--- src/rtl/rcv_field_capture_pkg.sv ---
// rcv_pkg: field widths, field-select and FSM enums, and small helpers shared
// by the receive field capture block and its interface.
package rcv_pkg;

   localparam int SYNC_W  = 8;
   localparam int PID_W   = 8;
   localparam int CRC5_W  = 5;
   localparam int CRC16_W = 16;
   localparam int DATA_W  = 64;

   // Bit counter must hold the widest field (64) and count up to it.
   localparam int CNT_W   = 7;

   // A bus bit following this many consecutive ones is a stuff bit.
   localparam int STUFF_RUN = 6;
   localparam int ONES_W    = 3;

   typedef enum logic [2:0] {
      F_NONE  = 3'd0,
      F_SYNC  = 3'd1,
      F_PID   = 3'd2,
      F_CRC5  = 3'd3,
      F_CRC16 = 3'd4,
      F_DATA  = 3'd5
   } field_e;

   typedef enum logic [1:0] {
      IDLE  = 2'd0,
      SHIFT = 2'd1,
      HOLD  = 2'd2
   } state_e;

   // Resolve the field-select flags; sync > pid > data > crc16 > crc5.
   function automatic field_e select_field(input logic sync_f, input logic pid_f,
                                           input logic crc5_f, input logic crc16_f,
                                           input logic data_f);
      if (sync_f)       return F_SYNC;
      else if (pid_f)   return F_PID;
      else if (data_f)  return F_DATA;
      else if (crc16_f) return F_CRC16;
      else if (crc5_f)  return F_CRC5;
      else              return F_NONE;
   endfunction

   // Number of bits that complete the given field.
   function automatic logic [CNT_W-1:0] field_width(input field_e f);
      case (f)
         F_SYNC:  return CNT_W'(SYNC_W);
         F_PID:   return CNT_W'(PID_W);
         F_CRC5:  return CNT_W'(CRC5_W);
         F_CRC16: return CNT_W'(CRC16_W);
         F_DATA:  return CNT_W'(DATA_W);
         default: return '0;
      endcase
   endfunction

endpackage

--- src/rtl/rcv_field_capture_if.sv ---
// rcv_field_capture_if: bit stream, field-select flags and captured fields
// exchanged between the receive control unit (master) and the field capture
// block (slave).
interface rcv_field_capture_if;
   import rcv_pkg::*;

   logic                d_orig;
   logic                shift_enable;
   logic                eop;
   logic                sync_rcving;
   logic                pid_rcving;
   logic                crc5_rcving;
   logic                crc16_rcving;
   logic                data_rcving;

   logic [SYNC_W-1:0]   rcv_sync;
   logic [PID_W-1:0]    rcv_pid;
   logic [CRC5_W-1:0]   rcv_crc5;
   logic [CRC16_W-1:0]  rcv_crc16;
   logic [DATA_W-1:0]   rcv_data;
   logic                sync_bits_received;
   logic                pid_bits_received;
   logic                crc5_bits_received;
   logic                crc16_bits_received;
   logic                data_bits_received;
   logic                stuff_error;

   modport master (
      output d_orig, shift_enable, eop,
             sync_rcving, pid_rcving, crc5_rcving, crc16_rcving, data_rcving,
      input  rcv_sync, rcv_pid, rcv_crc5, rcv_crc16, rcv_data,
             sync_bits_received, pid_bits_received, crc5_bits_received,
             crc16_bits_received, data_bits_received, stuff_error
   );

   modport slave (
      input  d_orig, shift_enable, eop,
             sync_rcving, pid_rcving, crc5_rcving, crc16_rcving, data_rcving,
      output rcv_sync, rcv_pid, rcv_crc5, rcv_crc16, rcv_data,
             sync_bits_received, pid_bits_received, crc5_bits_received,
             crc16_bits_received, data_bits_received, stuff_error
   );

endinterface

--- src/rtl/rcv_field_capture_field_bit_counter.sv ---
// field_bit_counter: clearable bit counter; 'last' flags that the next
// counted bit brings the count up to the field width.
module field_bit_counter
   import rcv_pkg::*;
(
   input  logic             clk,
   input  logic             n_rst,
   input  logic             clr,
   input  logic             inc,
   input  logic [CNT_W-1:0] width,
   output logic             last
);

   logic [CNT_W-1:0] cnt_q, cnt_d;

   // Clear has priority over counting
   always_comb begin
      cnt_d = cnt_q;
      if (clr)
         cnt_d = '0;
      else if (inc)
         cnt_d = cnt_q + 1'b1;
   end

   // Count register
   always_ff @(posedge clk or negedge n_rst) begin
      if (!n_rst)
         cnt_q <= '0;
      else
         cnt_q <= cnt_d;
   end

   assign last = (cnt_q == (width - 1'b1));

endmodule

--- src/rtl/rcv_field_capture.sv ---
// rcv_field_capture: shifts NRZI-decoded bus bits LSB-first into the packet
// field chosen by the receive control unit and pulses that field's
// *_bits_received flag once the field is complete.
// Optional bit unstuffing: define BIT_UNSTUFF_EN.
module rcv_field_capture
   import rcv_pkg::*;
(
   input  logic               clk,
   input  logic               n_rst,
   rcv_field_capture_if.slave bus
);

   state_e state_q, state_d;
   field_e cur_field_q, cur_field_d;
   field_e sel_field;
   logic   cur_flag;
   logic   strobe_ok;
   logic   drop;
   logic   accept;
   logic   cnt_clr;
   logic   cnt_last;
   logic [CNT_W-1:0] cur_width;

   logic [SYNC_W-1:0]  sync_q,  sync_d;
   logic [PID_W-1:0]   pid_q,   pid_d;
   logic [CRC5_W-1:0]  crc5_q,  crc5_d;
   logic [CRC16_W-1:0] crc16_q, crc16_d;
   logic [DATA_W-1:0]  data_q,  data_d;

   // One completion flag per field: [0] sync, [1] pid, [2] crc5, [3] crc16, [4] data
   logic [4:0] done_q, done_d;

`ifdef BIT_UNSTUFF_EN
   logic [ONES_W-1:0] ones_q, ones_d;
   logic              stuff_err_q, stuff_err_d;
`endif

   assign sel_field = select_field(bus.sync_rcving, bus.pid_rcving, bus.crc5_rcving,
                                   bus.crc16_rcving, bus.data_rcving);
   assign cur_width = field_width(cur_field_q);

   // Flag of the field that currently owns the shifter
   always_comb begin
      cur_flag = 1'b0;
      case (cur_field_q)
         F_SYNC:  cur_flag = bus.sync_rcving;
         F_PID:   cur_flag = bus.pid_rcving;
         F_CRC5:  cur_flag = bus.crc5_rcving;
         F_CRC16: cur_flag = bus.crc16_rcving;
         F_DATA:  cur_flag = bus.data_rcving;
         default: cur_flag = 1'b0;
      endcase
   end

   // FSM state and active-field register
   always_ff @(posedge clk or negedge n_rst) begin
      if (!n_rst) begin
         state_q     <= IDLE;
         cur_field_q <= F_NONE;
      end else begin
         state_q     <= state_d;
         cur_field_q <= cur_field_d;
      end
   end

   // FSM next state; eop aborts from any state
   always_comb begin
      state_d     = state_q;
      cur_field_d = cur_field_q;
      if (bus.eop) begin
         state_d     = IDLE;
         cur_field_d = F_NONE;
      end else begin
         case (state_q)
            IDLE: begin
               if (sel_field != F_NONE) begin
                  state_d     = SHIFT;
                  cur_field_d = sel_field;
               end
            end
            SHIFT: begin
               if (sel_field == F_NONE) begin
                  state_d     = IDLE;
                  cur_field_d = F_NONE;
               end else if (sel_field != cur_field_q) begin
                  // Field switched mid-shift: restart the count on the new field
                  cur_field_d = sel_field;
               end else if (accept && cnt_last) begin
                  state_d = HOLD;
               end
            end
            HOLD: begin
               if (!cur_flag) begin
                  if (sel_field != F_NONE) begin
                     state_d     = SHIFT;
                     cur_field_d = sel_field;
                  end else begin
                     state_d     = IDLE;
                     cur_field_d = F_NONE;
                  end
               end
            end
            default: begin
               state_d     = IDLE;
               cur_field_d = F_NONE;
            end
         endcase
      end
   end

   // FSM outputs: strobe qualification, counter control, completion pulses
   always_comb begin
      strobe_ok = (state_q == SHIFT) && !bus.eop && bus.shift_enable &&
                  (sel_field == cur_field_q);
`ifdef BIT_UNSTUFF_EN
      drop      = strobe_ok && (ones_q == ONES_W'(STUFF_RUN));
`else
      drop      = 1'b0;
`endif
      accept    = strobe_ok && !drop;
      // Counter is held at zero outside an uninterrupted shift of one field
      cnt_clr   = bus.eop || (state_q != SHIFT) || (sel_field != cur_field_q);
      done_d    = '0;
      if (accept && cnt_last) begin
         case (cur_field_q)
            F_SYNC:  done_d[0] = 1'b1;
            F_PID:   done_d[1] = 1'b1;
            F_CRC5:  done_d[2] = 1'b1;
            F_CRC16: done_d[3] = 1'b1;
            F_DATA:  done_d[4] = 1'b1;
            default: done_d    = '0;
         endcase
      end
   end

   field_bit_counter u_bit_cnt (
      .clk   (clk),
      .n_rst (n_rst),
      .clr   (cnt_clr),
      .inc   (accept),
      .width (cur_width),
      .last  (cnt_last)
   );

   // Shift an accepted bit into the active field's MSB (wire order is LSB first)
   always_comb begin
      sync_d  = sync_q;
      pid_d   = pid_q;
      crc5_d  = crc5_q;
      crc16_d = crc16_q;
      data_d  = data_q;
      if (accept) begin
         case (cur_field_q)
            F_SYNC:  sync_d  = {bus.d_orig, sync_q[SYNC_W-1:1]};
            F_PID:   pid_d   = {bus.d_orig, pid_q[PID_W-1:1]};
            F_CRC5:  crc5_d  = {bus.d_orig, crc5_q[CRC5_W-1:1]};
            F_CRC16: crc16_d = {bus.d_orig, crc16_q[CRC16_W-1:1]};
            F_DATA:  data_d  = {bus.d_orig, data_q[DATA_W-1:1]};
            default: ;
         endcase
      end
   end

   // Field registers and completion pulses; fields persist across packets
   always_ff @(posedge clk or negedge n_rst) begin
      if (!n_rst) begin
         sync_q  <= '0;
         pid_q   <= '0;
         crc5_q  <= '0;
         crc16_q <= '0;
         data_q  <= '0;
         done_q  <= '0;
      end else begin
         sync_q  <= sync_d;
         pid_q   <= pid_d;
         crc5_q  <= crc5_d;
         crc16_q <= crc16_d;
         data_q  <= data_d;
         done_q  <= done_d;
      end
   end

`ifdef BIT_UNSTUFF_EN
   // Track the run of accepted ones; the strobe after six ones is a stuff bit
   always_comb begin
      ones_d      = ones_q;
      stuff_err_d = 1'b0;
      if (bus.eop) begin
         ones_d = '0;
      end else if (drop) begin
         ones_d      = '0;
         stuff_err_d = bus.d_orig;
      end else if (accept) begin
         ones_d = bus.d_orig ? (ones_q + 1'b1) : '0;
      end
   end

   // Ones-run counter and stuff error pulse
   always_ff @(posedge clk or negedge n_rst) begin
      if (!n_rst) begin
         ones_q      <= '0;
         stuff_err_q <= 1'b0;
      end else begin
         ones_q      <= ones_d;
         stuff_err_q <= stuff_err_d;
      end
   end

   assign bus.stuff_error = stuff_err_q;
`else
   assign bus.stuff_error = 1'b0;
`endif

   assign bus.rcv_sync            = sync_q;
   assign bus.rcv_pid             = pid_q;
   assign bus.rcv_crc5            = crc5_q;
   assign bus.rcv_crc16           = crc16_q;
   assign bus.rcv_data            = data_q;
   assign bus.sync_bits_received  = done_q[0];
   assign bus.pid_bits_received   = done_q[1];
   assign bus.crc5_bits_received  = done_q[2];
   assign bus.crc16_bits_received = done_q[3];
   assign bus.data_bits_received  = done_q[4];

endmodule

--- src/flat_wrapper.sv ---
// flat-port wrapper written by rule: the top's interface ports become plain ports
module rcv_field_capture_flat import rcv_pkg::*;
  (clk, n_rst, bus_d_orig, bus_shift_enable, bus_eop, bus_sync_rcving, bus_pid_rcving, bus_crc5_rcving, bus_crc16_rcving, bus_data_rcving, bus_rcv_sync, bus_rcv_pid, bus_rcv_crc5, bus_rcv_crc16, bus_rcv_data, bus_sync_bits_received, bus_pid_bits_received, bus_crc5_bits_received, bus_crc16_bits_received, bus_data_bits_received, bus_stuff_error);
  rcv_field_capture_if bus_i ();
  input  logic clk;
  input  logic n_rst;
  input wire logic [$bits(bus_i.d_orig)-1:0] bus_d_orig;
  input wire logic [$bits(bus_i.shift_enable)-1:0] bus_shift_enable;
  input wire logic [$bits(bus_i.eop)-1:0] bus_eop;
  input wire logic [$bits(bus_i.sync_rcving)-1:0] bus_sync_rcving;
  input wire logic [$bits(bus_i.pid_rcving)-1:0] bus_pid_rcving;
  input wire logic [$bits(bus_i.crc5_rcving)-1:0] bus_crc5_rcving;
  input wire logic [$bits(bus_i.crc16_rcving)-1:0] bus_crc16_rcving;
  input wire logic [$bits(bus_i.data_rcving)-1:0] bus_data_rcving;
  output wire logic [$bits(bus_i.rcv_sync)-1:0] bus_rcv_sync;
  output wire logic [$bits(bus_i.rcv_pid)-1:0] bus_rcv_pid;
  output wire logic [$bits(bus_i.rcv_crc5)-1:0] bus_rcv_crc5;
  output wire logic [$bits(bus_i.rcv_crc16)-1:0] bus_rcv_crc16;
  output wire logic [$bits(bus_i.rcv_data)-1:0] bus_rcv_data;
  output wire logic [$bits(bus_i.sync_bits_received)-1:0] bus_sync_bits_received;
  output wire logic [$bits(bus_i.pid_bits_received)-1:0] bus_pid_bits_received;
  output wire logic [$bits(bus_i.crc5_bits_received)-1:0] bus_crc5_bits_received;
  output wire logic [$bits(bus_i.crc16_bits_received)-1:0] bus_crc16_bits_received;
  output wire logic [$bits(bus_i.data_bits_received)-1:0] bus_data_bits_received;
  output wire logic [$bits(bus_i.stuff_error)-1:0] bus_stuff_error;
  assign bus_i.d_orig = bus_d_orig;
  assign bus_i.shift_enable = bus_shift_enable;
  assign bus_i.eop = bus_eop;
  assign bus_i.sync_rcving = bus_sync_rcving;
  assign bus_i.pid_rcving = bus_pid_rcving;
  assign bus_i.crc5_rcving = bus_crc5_rcving;
  assign bus_i.crc16_rcving = bus_crc16_rcving;
  assign bus_i.data_rcving = bus_data_rcving;
  assign bus_rcv_sync = bus_i.rcv_sync;
  assign bus_rcv_pid = bus_i.rcv_pid;
  assign bus_rcv_crc5 = bus_i.rcv_crc5;
  assign bus_rcv_crc16 = bus_i.rcv_crc16;
  assign bus_rcv_data = bus_i.rcv_data;
  assign bus_sync_bits_received = bus_i.sync_bits_received;
  assign bus_pid_bits_received = bus_i.pid_bits_received;
  assign bus_crc5_bits_received = bus_i.crc5_bits_received;
  assign bus_crc16_bits_received = bus_i.crc16_bits_received;
  assign bus_data_bits_received = bus_i.data_bits_received;
  assign bus_stuff_error = bus_i.stuff_error;
  rcv_field_capture u_core (.clk(clk), .n_rst(n_rst), .bus(bus_i));
endmodule
--- config.mk ---
export PLATFORM = sky130hd
export DESIGN_NAME = rcv_field_capture_flat
export DESIGN_NICKNAME = d
export VERILOG_FILES = /design/src/rtl/rcv_field_capture_pkg.sv /design/src/rtl/rcv_field_capture_if.sv /design/src/rtl/rcv_field_capture_field_bit_counter.sv /design/src/rtl/rcv_field_capture.sv /design/src/flat_wrapper.sv
export SDC_FILE = /design/constraint.sdc
export NUM_CORES = 1
export LEC_CHECK = 0
export BUFFER_PORTS_ARGS = -buffer_cell sky130_fd_sc_hd__buf_4
export CAP_MARGIN = 20
export CELL_PAD_IN_SITES_DETAIL_PLACEMENT = 0
export CELL_PAD_IN_SITES_GLOBAL_PLACEMENT = 1
export CORE_AREA = 3 3 113 115
export CTS_CLUSTER_DIAMETER = 200
export DETAILED_ROUTE_END_ITERATION = 7
export DIE_AREA = 0 0 116 118
export GPL_TIMING_DRIVEN = 0
export PLACE_DENSITY = 0.8
export SLEW_MARGIN = 0
export SYNTH_ARGS = -nofsm -noshare
export SYNTH_HDL_FRONTEND = slang
export SYNTH_SLANG_ARGS = --single-unit
--- constraint.sdc ---
create_clock -name clk -period 3.2 [get_ports clk]
set_clock_uncertainty 0.1 [all_clocks]
set_input_delay 0.48 -clock clk [delete_from_list [all_inputs] [get_ports clk]]
set_output_delay 0.48 -clock clk [all_outputs]
set_load 0.05 [all_outputs]
* Word-level counts from Yosys, hierarchy flattened
Index checks and enable logic that the tools add are counted.
W data, S select, Z words.
** Word-level totals
- Register bits after elaboration :: 118
- Output and inout port bits :: 107
- Word-level logic and storage cells :: 76
** Cells by class
- Eq/ne operators :: 16
- $add $sub $neg :: 2
- Multiplexer cells :: 30
- Reduce and logical (&&, ||, !) cells :: 19
** Operator list (count)
- $mux W3 :: 10
- $pmux W7 S4 :: 1
- $mux W2 :: 7
- $mux W7 :: 2
- $reduce_and A2 Y1 :: 5
- $pmux W3 S3 :: 1
- $ne A4 B2 Y1 const B :: 2
- $add A7 B1 Y7 const B :: 1
- $eq A7 B7 Y1 :: 1
- $sub A7 B1 Y7 const B :: 1
- $eq A3 B2 Y1 const B :: 2
- $eq A3 B3 Y1 const B :: 2
- $mux W1 :: 6
- $pmux W2 S3 :: 1
- $mux W5 :: 1
- $pmux W1 S5 :: 1
- $logic_and A1 B1 Y1 :: 4
- $ne A4 B3 Y1 const B :: 1
- $reduce_and A4 Y1 :: 1
- $eq A3 B1 Y1 const B :: 1
- $eq A3 B3 Y1 :: 1
- $logic_not A3 Y1 :: 1
- $ne A3 B2 Y1 const B :: 1
- $ne A3 B3 Y1 :: 1
- other kinds (11) :: 12

* Longest topological paths before layout
- Depth after elaboration :: 13
- Depth in mapped cells :: 10
- Gate-level depth less buffers :: 8

* By module
Synthesis repeated with hierarchy kept, for this count alone.
** Second synthesis, totals
- Cell total of the unflattened synthesis :: 355
- Area, all modules :: 5064.9 µm²
** Modules (own cells, without submodules)
- rcv_field_capture :: cells an instance 300, times used 1, area an instance 4554.4 µm²
- field_bit_counter :: cells an instance 55, times used 1, area an instance 510.5 µm²

* Worst setup path after synthesis
OpenSTA, ideal clock, no wires.
- Path type :: reg2reg
- Start point :: reg u_core.cur_field_q[1]
- End point :: reg u_core.done_q[1]
- Buffers on the path :: 2
- Setup slack :: 621 ps
- Required time :: 2999 ps
- Cell stages (with the launch flop) :: 11
- Data arrival time :: 2378 ps
- Clock period less this slack :: 2579 ps
- Cells stage by stage :: dfrtp_1 -> buf_2 -> buf_2 -> nand2b_1 -> a21o_1 -> ha_1 -> xnor2_1 -> a311o_1 -> a211oi_1 -> nand2_1 -> nor4_1
** Between the ends
- Cells in the longest elaborated chain, start to end :: 7
** Ends and longest elaborated chain
- start: declaration :: line rcv_field_capture.sv:14 : field_e cur_field_q, cur_field_d;
- start signal: assignment :: line rcv_field_capture.sv:62 : cur_field_q <= cur_field_d;
- $eq A3 B1 Y1 / $eq A3 B2 Y1 (equally long branches) :: line rcv_field_capture_pkg.sv:47, rcv_field_capture.sv:125
- $reduce_or A2 Y1 (no source line)
- $pmux W7 S4 :: line rcv_field_capture_pkg.sv:47 : case (f)
- $sub A7 B1 Y7 :: line rcv_field_capture_field_bit_counter.sv:33 : assign last = (cnt_q == (width - 1'b1));
- $eq A7 B7 Y1 :: line rcv_field_capture_field_bit_counter.sv:33
- $logic_and A1 B1 Y1 :: line rcv_field_capture.sv:124 : if (accept && cnt_last) begin
- $mux W5 (*) :: line rcv_field_capture.sv:124
- named net u_core.done_d[1] :: line rcv_field_capture.sv:31 : logic [4:0] done_q, done_d;
- end signal: assignment :: line rcv_field_capture.sv:179 : done_q <= done_d;
- end: declaration :: line rcv_field_capture.sv:31
Mark *: on every way through the listed nets, which the timed path passes. The rest lies on a longest branch.
A chain may end at the register's enable or synchronous reset.

* Worst setup path in the final report
Same ends and word-level chain as after synthesis.

==> impl_metrics.yaml <==
status:
  outcome: "finished clean"
cts:
  clk_latency_ns: 0.41
  clk_path_buf_depth: 2
  cts.clk_slew.worst_paths_ns: 0.05
  cts.sinks: 118
  cts_buffers: 17
  root_buffer: "clkbuf_16"
  htreeDepth: 4
  cts_tree: "done"
die:
  die_width_um: 116
  io_pins: 117
  num_rows: 40
  coreArea_sq_um: 11900
  initial_core_util_pct: 42.8
  dieArea_sq_um: 13700
  die_h_um: 118
synth:
  synth_mux_area_share_pct: 23.5
  synth_warnings: 0
  yosysUniqueCellTypes: 55
  synth-simple-area-share_pct: 9.45
  seq_area_frac_synth_pct: 57.9
  synth_area_leaders: "dfrtp_1, mux2_2, buf_6, nor2_1, xnor2_1"
  synth-edff-count: 0
  synth_top_family_by_area: "multiplexers"
  avgSynthCellArea_sq_um: 14.2
  synth_top_cell_by_area: "dfrtp_1"
  synth_adder_area_share_pct: 0.736
  synth_ff_type: "dfrtp_1"
  yosysMostFrequentCell: "dfrtp_1"
  synth_compound_area_share_pct: 3.71
  synthTopCellsByCount: "dfrtp_1, mux2_2, nor2_1, buf_6, xnor2_1"
  synth_cells: 360
  async_reset_ff_share_pct: 100
  yosys.area.top_type_share_pct: 57.9
  netlist_area_sq_um: 5100
  synth-xor-area-share_pct: 1.55
  synth_seq_cells: 118
  syn-num-nets: 373
pwr:
  power.density_nw_per_um2: 546
  fin_total_pwr_uw: 3720
  leakage_uw: 0.00356
  ir_worst_vdd_mv: 0.294
route:
  drc: 0
  drt_iter0_markers: 174
  dr.pass1.iters: 5
  vias: 3354
  antenna_left: 0
  viasPerCell: 5.13
  wirelength_mm: 10.3
  routedWlPerCell_um: 15.7
place:
  place_ws_ns: 0.189
  place_congestion: 0.797
  dp_hpwl_mm: 7.47
  placed_cells: 623
  portBuffers: 115
timing:
  fin_ws_ns: 0.297
  setup_viol: 0
  post-route-min-period_ns: 2.90
  final.setup.tns_ns: 0
  hold_viol_final: 0
  rsz0062_at_grt: "no"
  slew_headroom_pct: 52.2
  worstMarginPinSlew_ns: 0.717
  drv_slew: 0
  period_share_pct: 90.7
  max_freq_mhz: 344
finish:
  final_cells: 654
  regArea_sq_um: 2950
  syn_to_final_growth_pct: 33.7
  fin_nets: 507
  diodes: 0
  layout-drive-gt1-share_pct: 53.8
  fill_cells: 973
  final_core_util_pct: 57.2
  multi_input_area_sq_um: 1990
critical_path:
  start_kind: "flop"
  path_class: "reg -> reg"
  rr_startpoint: "u_core.cur_field_q[1]"
  cp-end-kind: "flop"
  crit_arrival_ns: 3.10
  crit_start: "u_core.cur_field_q[1]"
  cp.required_ns: 3.39
  crit_fanout: 10
grt:
  track_usage_pct: 16.1
  antenna_found_initial: 0
  grt_max_degree: 63
  overflow: 0
  grt_pass1_vias: 3394
  grt_pass1_wl_mm: 17.4
hold_path:
  holdCritPathClass: "in -> async"
job:
  cap_violations: 0
logic make-up (layout without fill, tap and decap cells):
logic type / Yosys count / after routing
DFF: 118 / 118
muxes: 106 / 106
and+or+nand+nor: 75 / 75
AOI/OAI and AO/OA: 25 / 25
buffers and inverters: 23 / 170
xor gates and xnor gates: 9 / 9
adders and majority gates: 3 / 3
other: 1 / 1
per-layer routing:
| layer | GRT usage (%) | up-vias | wire length, um | share of wire [%] |
|---|---|---|---|---|
| met4 | 6.89 | 0 | 173 | 1.7 |
| met2 | 25.2 | 84 | 5110 | 50 |
| met5 | 0 | - | 0 | 0 |
| li1 | - | 1583 | - | - |
| met1 | 20.6 | 1671 | 4490 | 44 |
| met3 | 4.88 | 16 | 525 | 5.1 |
sequential cells by signal (all words and copies together) (netlist names):
name	flops
u_core.bus.rcv_sync	8
u_core.bus.rcv_crc16	16
u_core.bus.rcv_pid	8
u_core.state_q	2
u_core.cur_field_q	3
u_core.bus.rcv_data	64
u_core.done_q	5
u_core.bus.rcv_crc5	5
u_core.u_bit_cnt.cnt_q	7
power by group:
part           internal, uW  leakage (uW)  switching, uW
registers              1500       0.00164           11.2
clock network          1360      0.000308            651
logic                  66.1       0.00161            124
total                  2930       0.00356            787
worst max-delay path, cell delays in order, from the launching register on:
cell and delay [ns]:
dfrtp_1 0.41, buf_2 0.19, buf_2 0.20, nand2b_1 0.20, a21o_1 0.22, ha_1 0.28, xnor2_1 0.13, a311o_1 0.34
a211oi_2 0.26, nand2_1 0.17, nor4_1 0.30
area by class of cell:
| class | instances | share of cell area (%) |
|---|---|---|
| Sequential cell | 118 | 43.3 |
| Inverter | 6 | 0.330 |
| Clock inverter | 12 | 2.57 |
| Tap cell | 147 | 2.70 |
| Buffer | 16 | 1.91 |
| Timing Repair Buffer | 116 | 13.1 |
| Multi-Input combinational cell | 219 | 29.3 |
| Clock buffer | 20 | 6.85 |
cell usage in the layout (no fill, tap or decap), types with 4 or more instances in the layout:
cell	netlist	routed
nand2b_1	6	6
dfrtp_1	118	118
o21ai_0	5	5
xnor2_1	7	7
nor2_1	17	17
nor4_1	6	6
nor3b_1	4	4
buf_4	1	116
mux2_2	100	100
inv_1	6	6
bufinv_16	0	4
a211oi_1	5	4
nand4_1	5	5
buf_2	4	4
buf_6	8	8
nand2_1	5	5
clkbuf_16	0	17
repair_timing:
| item | in CTS | in global routing |
|---|---|---|
| buffers inserted | 0 | 0 |
| hold buffers | 0 | 0 |
| setup endpoints to repair | 0 | 2 |
| gates resized for setup | 0 | 3 |
| hold endpoints to repair | 0 | 0 |
worst paths after layout:
check	endpoint	slack (ns)	depth (start not counted)
min reg2reg	u_core.bus.rcv_sync[0]	0.41	1
max	u_core.done_q[1]	0.30	10
min	u_core.bus.rcv_data[19]	0.04	1
max reg2reg	u_core.done_q[1]	0.30	10
max in group asynchronous	u_core.cur_field_q[2]	2.22	2
min in group clk	u_core.bus.rcv_data[63]	0.28	2
stage by stage:
stage               hold slack, ns  cell area (sq um)
CTS                         0.0601               6810
global placement             0.391               6140
global route                0.0807               6820
detailed placement           0.401               6170
floorplan                   0.0844               5100
finish                      0.0402               6820
(Power assumes the default switching activity.)
